File: src/rtl/kan_axis_pkg.sv
// Shared definitions for the KAN AXI-Stream table loaders: writer FSM states
// and the bit layout of the per-frame status word.
package kan_axis_pkg;

   typedef enum logic [1:0] {
      WRITE,
      DRAIN,
      DONE
   } wr_state_t;

   localparam int unsigned STAT_CNT_LSB = 0;

   function automatic int unsigned stat_err_bit(input int unsigned addr_width);
      return addr_width + 1;
   endfunction

   function automatic int unsigned stat_ovf_bit(input int unsigned addr_width);
      return addr_width + 2;
   endfunction

endpackage

File: src/rtl/axis_ram_writer_ram_simple_dp.sv
// Simple dual-port RAM: one write port, one registered read-first read port.
// Write-capable sibling of the table ROM primitive.
module ram_simple_dp #(
   parameter int unsigned ADDR_WIDTH = 8,
   parameter int unsigned DATA_WIDTH = 8
) (
   input  logic                  clk,
   input  logic                  wr_en,
   input  logic [ADDR_WIDTH-1:0] wr_addr,
   input  logic [DATA_WIDTH-1:0] wr_data,
   input  logic                  rd_en,
   input  logic [ADDR_WIDTH-1:0] rd_addr,
   output logic [DATA_WIDTH-1:0] rd_data
);

   localparam int unsigned DEPTH = 1 << ADDR_WIDTH;

   logic [DATA_WIDTH-1:0] mem [0:DEPTH-1];

   // Both ports in one process: a same-address read sees the pre-write word.
   always_ff @(posedge clk) begin
      if (wr_en) begin
         mem[wr_addr] <= wr_data;
      end
      if (rd_en) begin
         rd_data <= mem[rd_addr];
      end
   end

endmodule

File: src/rtl/axis_ram_writer.sv
// AXI-Stream sink that stores each frame into RAM from address 0 and reports count/overflow.
// Optional status stream enabled by defining AXIS_RAM_WRITER_STATUS_EN.
module axis_ram_writer
   import kan_axis_pkg::*;
#(
   parameter int unsigned ADDR_WIDTH = 8,
   parameter int unsigned DATA_WIDTH = 8,
   parameter int unsigned USER_WIDTH = 1
) (
   input  logic                  clk,
   input  logic                  rst,
   input  logic [DATA_WIDTH-1:0] s_axis_tdata,
   input  logic                  s_axis_tvalid,
   output logic                  s_axis_tready,
   input  logic                  s_axis_tlast,
   input  logic [USER_WIDTH-1:0] s_axis_tuser,
   input  logic                  rd_en,
   input  logic [ADDR_WIDTH-1:0] rd_addr,
   output logic [DATA_WIDTH-1:0] rd_data,
   output logic                  rd_ack,
   output logic [ADDR_WIDTH:0]   wr_count,
   output logic                  frame_done,
`ifdef AXIS_RAM_WRITER_STATUS_EN
   output logic [ADDR_WIDTH+2:0] m_axis_status_tdata,
   output logic                  m_axis_status_tvalid,
   input  logic                  m_axis_status_tready,
`endif
   output logic                  overflow
);

   localparam logic [ADDR_WIDTH:0] DEPTH_CNT = {1'b1, {ADDR_WIDTH{1'b0}}};

   wr_state_t             state;
   wr_state_t             next_state;
   logic [ADDR_WIDTH-1:0] wr_addr;
   logic [ADDR_WIDTH:0]   count;
   logic                  done_first;
   logic                  beat;
   logic                  ram_we;

   assign s_axis_tready = !rst && (state != DONE);
   assign beat          = s_axis_tvalid && s_axis_tready;
   assign ram_we        = beat && (state == WRITE);
   assign frame_done    = done_first;

   always_ff @(posedge clk) begin
      if (rst) begin
         state <= WRITE;
      end else begin
         state <= next_state;
      end
   end

   always_comb begin
      next_state = state;
      unique case (state)
         WRITE: begin
            if (beat) begin
               if (s_axis_tlast) begin
                  next_state = DONE;
               end else if (wr_addr == '1) begin
                  next_state = DRAIN;
               end
            end
         end
         DRAIN: begin
            if (beat && s_axis_tlast) begin
               next_state = DONE;
            end
         end
         DONE: begin
`ifdef AXIS_RAM_WRITER_STATUS_EN
            if (m_axis_status_tready) begin
               next_state = WRITE;
            end
`else
            next_state = WRITE;
`endif
         end
         default: next_state = WRITE;
      endcase
   end

   always_ff @(posedge clk) begin
      if (rst) begin
         wr_addr    <= '0;
         count      <= '0;
         wr_count   <= '0;
         overflow   <= 1'b0;
         done_first <= 1'b0;
         rd_ack     <= 1'b0;
      end else begin
         rd_ack     <= rd_en;
         done_first <= (state != DONE) && (next_state == DONE);
         unique case (state)
            WRITE: begin
               if (beat) begin
                  // First beat of a frame clears the previous frame's sticky overflow.
                  if (wr_addr == '0) begin
                     overflow <= 1'b0;
                  end
                  if (s_axis_tlast) begin
                     count <= {1'b0, wr_addr} + (ADDR_WIDTH+1)'(1);
                  end else if (wr_addr == '1) begin
                     overflow <= 1'b1;
                  end else begin
                     wr_addr <= wr_addr + 1'b1;
                  end
               end
            end
            DRAIN: begin
               if (beat && s_axis_tlast) begin
                  count <= DEPTH_CNT;
               end
            end
            DONE: begin
               if (done_first) begin
                  wr_count <= count;
               end
               if (next_state == WRITE) begin
                  wr_addr <= '0;
               end
            end
            default: ;
         endcase
      end
   end

`ifdef AXIS_RAM_WRITER_STATUS_EN
   localparam int unsigned ERR_BIT = stat_err_bit(ADDR_WIDTH);
   localparam int unsigned OVF_BIT = stat_ovf_bit(ADDR_WIDTH);

   logic err;

   always_ff @(posedge clk) begin
      if (rst) begin
         err <= 1'b0;
      end else if (beat) begin
         err <= err | (|s_axis_tuser);
      end else if ((state == DONE) && (next_state == WRITE)) begin
         err <= 1'b0;
      end
   end

   // All fields are frozen while DONE holds, so tdata is stable under backpressure.
   always_comb begin
      m_axis_status_tdata = '0;
      m_axis_status_tdata[STAT_CNT_LSB +: ADDR_WIDTH+1] = count;
      m_axis_status_tdata[ERR_BIT] = err;
      m_axis_status_tdata[OVF_BIT] = overflow;
   end

   assign m_axis_status_tvalid = (state == DONE);
`endif

   ram_simple_dp #(
      .ADDR_WIDTH(ADDR_WIDTH),
      .DATA_WIDTH(DATA_WIDTH)
   ) u_ram (
      .clk    (clk),
      .wr_en  (ram_we),
      .wr_addr(wr_addr),
      .wr_data(s_axis_tdata),
      .rd_en  (rd_en),
      .rd_addr(rd_addr),
      .rd_data(rd_data)
   );

endmodule
File: config.mk
export PLATFORM = sky130hd
export DESIGN_NAME = axis_ram_writer
export DESIGN_NICKNAME = d
export VERILOG_FILES = /design/src/rtl/kan_axis_pkg.sv /design/src/rtl/axis_ram_writer_ram_simple_dp.sv /design/src/rtl/axis_ram_writer.sv
export SDC_FILE = /design/constraint.sdc
export NUM_CORES = 2
export LEC_CHECK = 0
export BUFFER_PORTS_ARGS = -buffer_cell sky130_fd_sc_hd__clkbuf_2
export CAP_MARGIN = 20
export CORE_ASPECT_RATIO = 0.7
export CORE_MARGIN = 2
export CORE_UTILIZATION = 55
export DETAILED_ROUTE_END_ITERATION = 12
export PLACE_DENSITY_LB_ADDON = 0.2
export SETUP_SLACK_MARGIN = 0.05
export SYNTH_ARGS = -nofsm -noshare
export SYNTH_HDL_FRONTEND = slang
export SYNTH_SLANG_ARGS = --single-unit
export TNS_END_PERCENT = 1
File: constraint.sdc
create_clock -name clk -period 2.7 [get_ports clk]
set_clock_uncertainty 0.1 [all_clocks]
set_input_delay 0.54 -clock clk [delete_from_list [all_inputs] [get_ports clk]]
set_output_delay 0.54 -clock clk [all_outputs]
set_load 0.01 [all_outputs]
## Word-level counts from Yosys, hierarchy flattened

Memories as Yosys holds them, arrays and structs flattened. A register that Yosys moved wholly into a read port is not among the register bits.
Index checks and enable logic that the tools add are counted.

| word-level totals | value |
|---|---|
| register bits | 31 |
| bits in latches | 0 |
| RAM bits | 2048 |
| memory bits (read-only) | 0 |
| output and inout port bits | 21 |
| memories kept | 1 |

| operators by class | value |
|---|---|
| add/subtract/negate cells | 2 |
| multiply operators | 0 |
| divide/modulo/power cells | 0 |
| order comparisons | 0 |
| equality and inequality tests | 11 |
| shifts and indexed selects | 0 |
| mux-type cells | 19 |
| bitwise operators | 0 |
| reductions and logical operators | 15 |

Memories:

| name | words | bits a word | read ports | clocked after memory_dff | write ports | line | source |
|---|---|---|---|---|---|---|---|
| u_ram.mem | 256 | 8 | 1 | 1 | 1 | axis_ram_writer_ram_simple_dp.sv:18 | `logic [DATA_WIDTH-1:0] mem [0:DEPTH-1];` |

Operators by type and width:

| cell | count |
|---|---|
| 8-bit 2-to-1 mux | 4 |
| 9-bit 2-to-1 mux | 3 |
| 9-bit case mux with 2 select lines | 1 |
| 8-bit case mux with 2 select lines | 1 |
| 2-bit inequality test, second input constant | 7 |
| 8-bit by 1-bit adder with 9-bit output, second input constant | 1 |
| 8-bit by 1-bit adder with 8-bit output, second input constant | 1 |
| 8-bit equality test, second input constant | 1 |
| 8-bit logical NOT | 1 |
| 2-bit 2-to-1 mux | 4 |
| 1-bit logical AND | 5 |
| 1-bit 2-to-1 mux | 5 |
| 5-bit AND reduction | 1 |
| 2-bit equality test, second input constant | 2 |
| 2-bit logical NOT | 2 |
| 2-bit case mux with 2 select lines | 1 |
| 2-bit AND reduction | 2 |
| 4-bit AND reduction | 1 |
| 2-bit nonzero test | 2 |
| 2-bit by 1-bit equality test with 1-bit output, second input constant | 1 |
| 1-bit logical NOT | 1 |

## Depth between registers and ports, before layout

| depth | value |
|---|---|
| word-level depth | 9 |
| mapped depth | 11 |
| depth with buffers taken out | 7 |

## Modules after synthesis

Synthesis repeated with hierarchy kept, for this count alone.

| unflattened totals | value |
|---|---|
| cell total of the unflattened synthesis | 3881 |
| area total of the unflattened synthesis | 80947.6 um^2 |

By module, submodules not included:

| module | times used | cells each | area each (um^2) | sequential area each (um^2) |
|---|---|---|---|---|
| ram_simple_dp | 1 | 3733 | 79636.4 | 61739.2 |
| axis_ram_writer | 1 | 148 | 1311.3 | 620.6 |

## Worst setup path after synthesis

Ideal clock, no wire load.

| timing path | value |
|---|---|
| path type | in2reg |
| start | input port rst |
| end | memory u_ram.mem[104][0], enable pin |
| setup time | 0.370 ns |
| arrival time | 2.290 ns |
| path slack | -0.061 ns |
| stages on the path | 7 |
| path through | clkbuf_1 -> nor2_1 -> nand3b_1 -> nor3b_1 -> nand2_1 -> clkbuf_1 -> nor2_1 |

| on the way | value |
|---|---|
| longest elaborated chain between the ends | 6 |

RTL lines:

| what | line | source |
|---|---|---|
| start, declared | axis_ram_writer.sv:11 | `input logic rst,` |
| 1-bit logical NOT | axis_ram_writer.sv:41 | `assign s_axis_tready = !rst && (state != DONE);` |
| 1-bit logical AND | axis_ram_writer.sv:41 |  |
| 1-bit logical AND | axis_ram_writer.sv:42 | `assign beat = s_axis_tvalid && s_axis_tready;` |
| 1-bit logical AND | axis_ram_writer.sv:43 | `assign ram_we = beat && (state == WRITE);` |
| 1-bit 2-to-1 mux | axis_ram_writer_ram_simple_dp.sv:22 | `if (wr_en) begin` |
| 1-bit 2-to-1 mux (not written as such) | axis_ram_writer_ram_simple_dp.sv:23 | `mem[wr_addr] <= wr_data;` |
| end, declared | axis_ram_writer_ram_simple_dp.sv:18 |  |

No other way between the ends.

==> reports/results.tsv <==
stage	metric	value	unit
finish	# fillers	9430	
yosys	Synth Flop Type	edfxtp_1	
worst_setup_path	worst path required time	3.14	ns
yosys	asr flop ratio synth	0	%
route	routed wire length	207000	microns
yosys	Mean Syn Cell Area	21.0	sq um
finish	Core Util, Final	65.7	%
placed_design	Post-Place Cells	6416	
min_path	Hold Crit Class	in2reg	
yosys	mux contribution to synthesized area	14.4	%
timing	Hold WS	0.0604	ns
yosys	number of cells produced by synthesis	3839	
outcome	failing checks	setup timing	
timing	RSZ-0062 raised after global routing	true	
yosys	Simple-Gate Fraction of Synth Area	2.58	%
pwr	PwrDens	678	mW/mm^2
timing	Rel. slew slack	35.8	%
worst_setup_path	CP Launch Type	input pin	
die	core area	0.145	sq mm
die	Core Rows	117	
finish	FF/Latch Area	0.0624	sq mm
yosys	Synth Register Bits	2087	
yosys	post-synthesis cell area	0.0805	sq mm
pwr	cell leakage power	31.3	nW
yosys	cell with the most instances after synthesis	edfxtp_1	
finish	Final Cell Area	0.0955	sq mm
timing	PnR worst setup slack	-0.0571	ns
yosys	list of most frequent post-synthesis cells	2056 x edfxtp_1, 457 x mux4_2, 287 x nor2_1	
global_routing	initial antenna violation count	5	
route	via density per instance	6.34	
timing	slew of the pin with the lowest slew margin	0.962	ns
clock_tree	CTS max path bufs	3	
placed_design	Final GP Congestion	0.904	
yosys	Yosys cell types	52	
yosys	Post-Synth Adder-Cell Area	0.0622	%
yosys	Synth area leaders	edfxtp_1 77%, mux4_2 13%, a22oi_1 1.6%	
global_routing	first-pass GRT wire length	298000	microns
global_routing	largest net degree at the start of global routing	165	
timing	fin crit share	102	%
yosys	sequential share of the synthesized area	77.5	%
timing	Slew Viols, Final	0	
clock_tree	CTS tree	done	
placed_design	post-DP HPWL	137000	microns
clock_tree	CTS sink cnt	2087	
global_routing	All-Layer GR Usage	28.1	%
outcome	status	complete, but fails checks	
finish	final net count	4671	
route	initial DRC count	7097	
clock_tree	TritonCTS Buffers	186	
worst_setup_path	worst setup path class	in2reg	
yosys	largest family of logic cells by synthesized area	multiplexers	
global_routing	grt ovf	0	
yosys	xor/xnor cell area share of the yosys netlist	0.0762	%
global_routing	vias in the first global route	42002	
die	die area	0.149	sq mm
timing	final setup vio count	1	
clock_tree	htree depth	4	
clock_tree	clk root buf	clkbuf_16	
yosys	share of the synthesized area in the top cell type	76.7	%
yosys	YS warnings	0	
finish	area of the multi-input gates	0.0171	sq mm
finish	Final Non-Filler Cells	6759	
route	drc violations	0	
route	wire per inst	30.7	microns
route	via count	42868	
worst_setup_path	crit path DAT	3.20	ns
die	# IOs	43	
clock_tree	Skew-Pair Late Insertion Delay	0.83	ns
yosys	EDFF count, synth	2056	
clock_tree	Worst-path clk slew	0.06	ns
placed_design	Port Buffers	41	
finish	layout cells sized above 1	34.0	%
yosys	post-synth top area cell	edfxtp_1	
yosys	Compound-Gate Fraction of Synth Area	3.69	%
die	die width	461	microns
yosys	Syn Nets	3865	
timing	final worst path period need	2.76	ns
pwr	maximum vdd drop	696	uV
route	antenna viol nets, final	0	
pwr	Power Total	64.8	mW
finish	synthesis-to-finish area growth	18.7	%
timing	Hold Fails Final Rpt	0	
worst_setup_path	Worst Setup End Kind	register	
die	starting density of the core	55.4	%
route	drt first pass iters	6	
placed_design	DP Area	0.0894	sq mm
job	max cap viols	0	
timing	fmax	363	MHz
worst_setup_path	CP Max Fanout	31	
die	die height	324	microns
[cell families after synthesis]
family                   Yosys count
AND/OR/NAND/NOR                  479
flip-flops                      2087
buffers and inverters            243
AO/OA/AOI/OAI                    433
adder cells (fa/ha/maj)            4
XOR/XNOR                           7
multiplexers                     586
[path summary, 6_finish.rpt]
path                          from  slack (ns)           endpoint  cells past startpoint
setup / recovery        rd_addr[1]       -0.06   u_ram.rd_data[7]                     11
setup reg to reg  u_ram.mem[13][3]        0.07   u_ram.rd_data[3]                      6
hold / removal     s_axis_tdata[7]        0.06  u_ram.mem[146][7]                      1
hold reg to reg        wr_count[1]        0.35        wr_count[1]                      2
[what timing repair did]
item / 4_1_cts / 5_1_grt
hold endpoints to repair: 45 / 0
gates resized for setup: 25 / 29
pin swaps: 1 / 5
hold buffers: 5 / 0
setup endpoints to repair: 8 / 8
setup buffers: 0 / 0
[critical path, stage by stage]
cell      delay, ns
buf_8          0.12
buf_12         0.25
buf_12         0.26
nor2b_1        0.59
buf_4          0.29
nand2_1        0.08
o211ai_1       0.10
a21oi_1        0.11
buf_4          0.17
nor4_2         0.51
nor4_1         0.13
[state kept, by name (all words and copies together) (netlist names)]
| signal | flops |
|---|---|
| wr_addr | 8 |
| u_ram.mem | 2048 |
| overflow | 1 |
| frame_done | 1 |
| u_ram.rd_data | 8 |
| state | 2 |
| count | 9 |
| rd_ack | 1 |
| wr_count | 9 |
[where the power goes]
| part | switching [mW] | total, mW | internal, mW |
|---|---|---|---|
| Clock | 11.5 | 25.5 | 14.0 |
| Combinational | 2.12 | 3.64 | 1.52 |
| Sequential | 0.0415 | 35.6 | 35.6 |
| Total | 13.6 | 64.8 | 51.1 |
[per-layer routing]
layer | share of wire (%) | vias to the layer above | global-route usage, %
met5 | 0.0034 | - | 0
met4 | 2.2 | 2 | 7.53
met3 | 11 | 270 | 6.32
met2 | 45 | 2348 | 40.8
met1 | 42 | 22587 | 43.5
li1 | - | 17661 | -
[layout by cell type (no fill, tap or decap), drive strengths merged, types with 6 or more instances in the layout]
| cell type | Yosys | final |
|---|---|---|
| edfxtp | 2056 | 2056 |
| buf | 113 | 818 |
| mux4 | 457 | 457 |
| nor2 | 287 | 287 |
| clkbuf | 124 | 273 |
| a22oi | 175 | 175 |
| a21oi | 120 | 120 |
| mux2i | 117 | 117 |
| clkinv | 0 | 74 |
| nand2 | 66 | 66 |
| o221ai | 34 | 34 |
| nor4 | 33 | 33 |
| dfxtp | 31 | 31 |
| nand3 | 25 | 25 |
| o22ai | 20 | 20 |
| nor3 | 19 | 19 |
| o21ai | 17 | 17 |
| a211oi | 15 | 15 |
| a221oi | 14 | 14 |
| mux2 | 12 | 12 |
| nor2b | 12 | 12 |
| inv | 6 | 12 |
| bufinv | 0 | 11 |
| a21boi | 11 | 11 |
| nand2b | 9 | 9 |
| a22o | 9 | 9 |
| or2 | 6 | 6 |
[layout make-up]
class	count	share of cell area [%]
inverter	6	0.0236
clock buffer	241	5.21
timing repair buffer	855	8.11
antenna	4	0.0105
multi-input combinational	1509	17.9
sequential	2087	65.3
tap	1963	2.57
clock inverter	94	0.819
[per-stage QoR]
stage / setup slack [ns] / TNS [ns]
after floorplan: -0.0606 / -31.97
after global placement: -1.66 / -69.05
after detailed placement: -1.45 / -63.67
after CTS: 0.00816 / 0
after global routing: -0.00609 / -0.00609
final: -0.0571 / -0.0571
(Power assumes the default switching activity.)
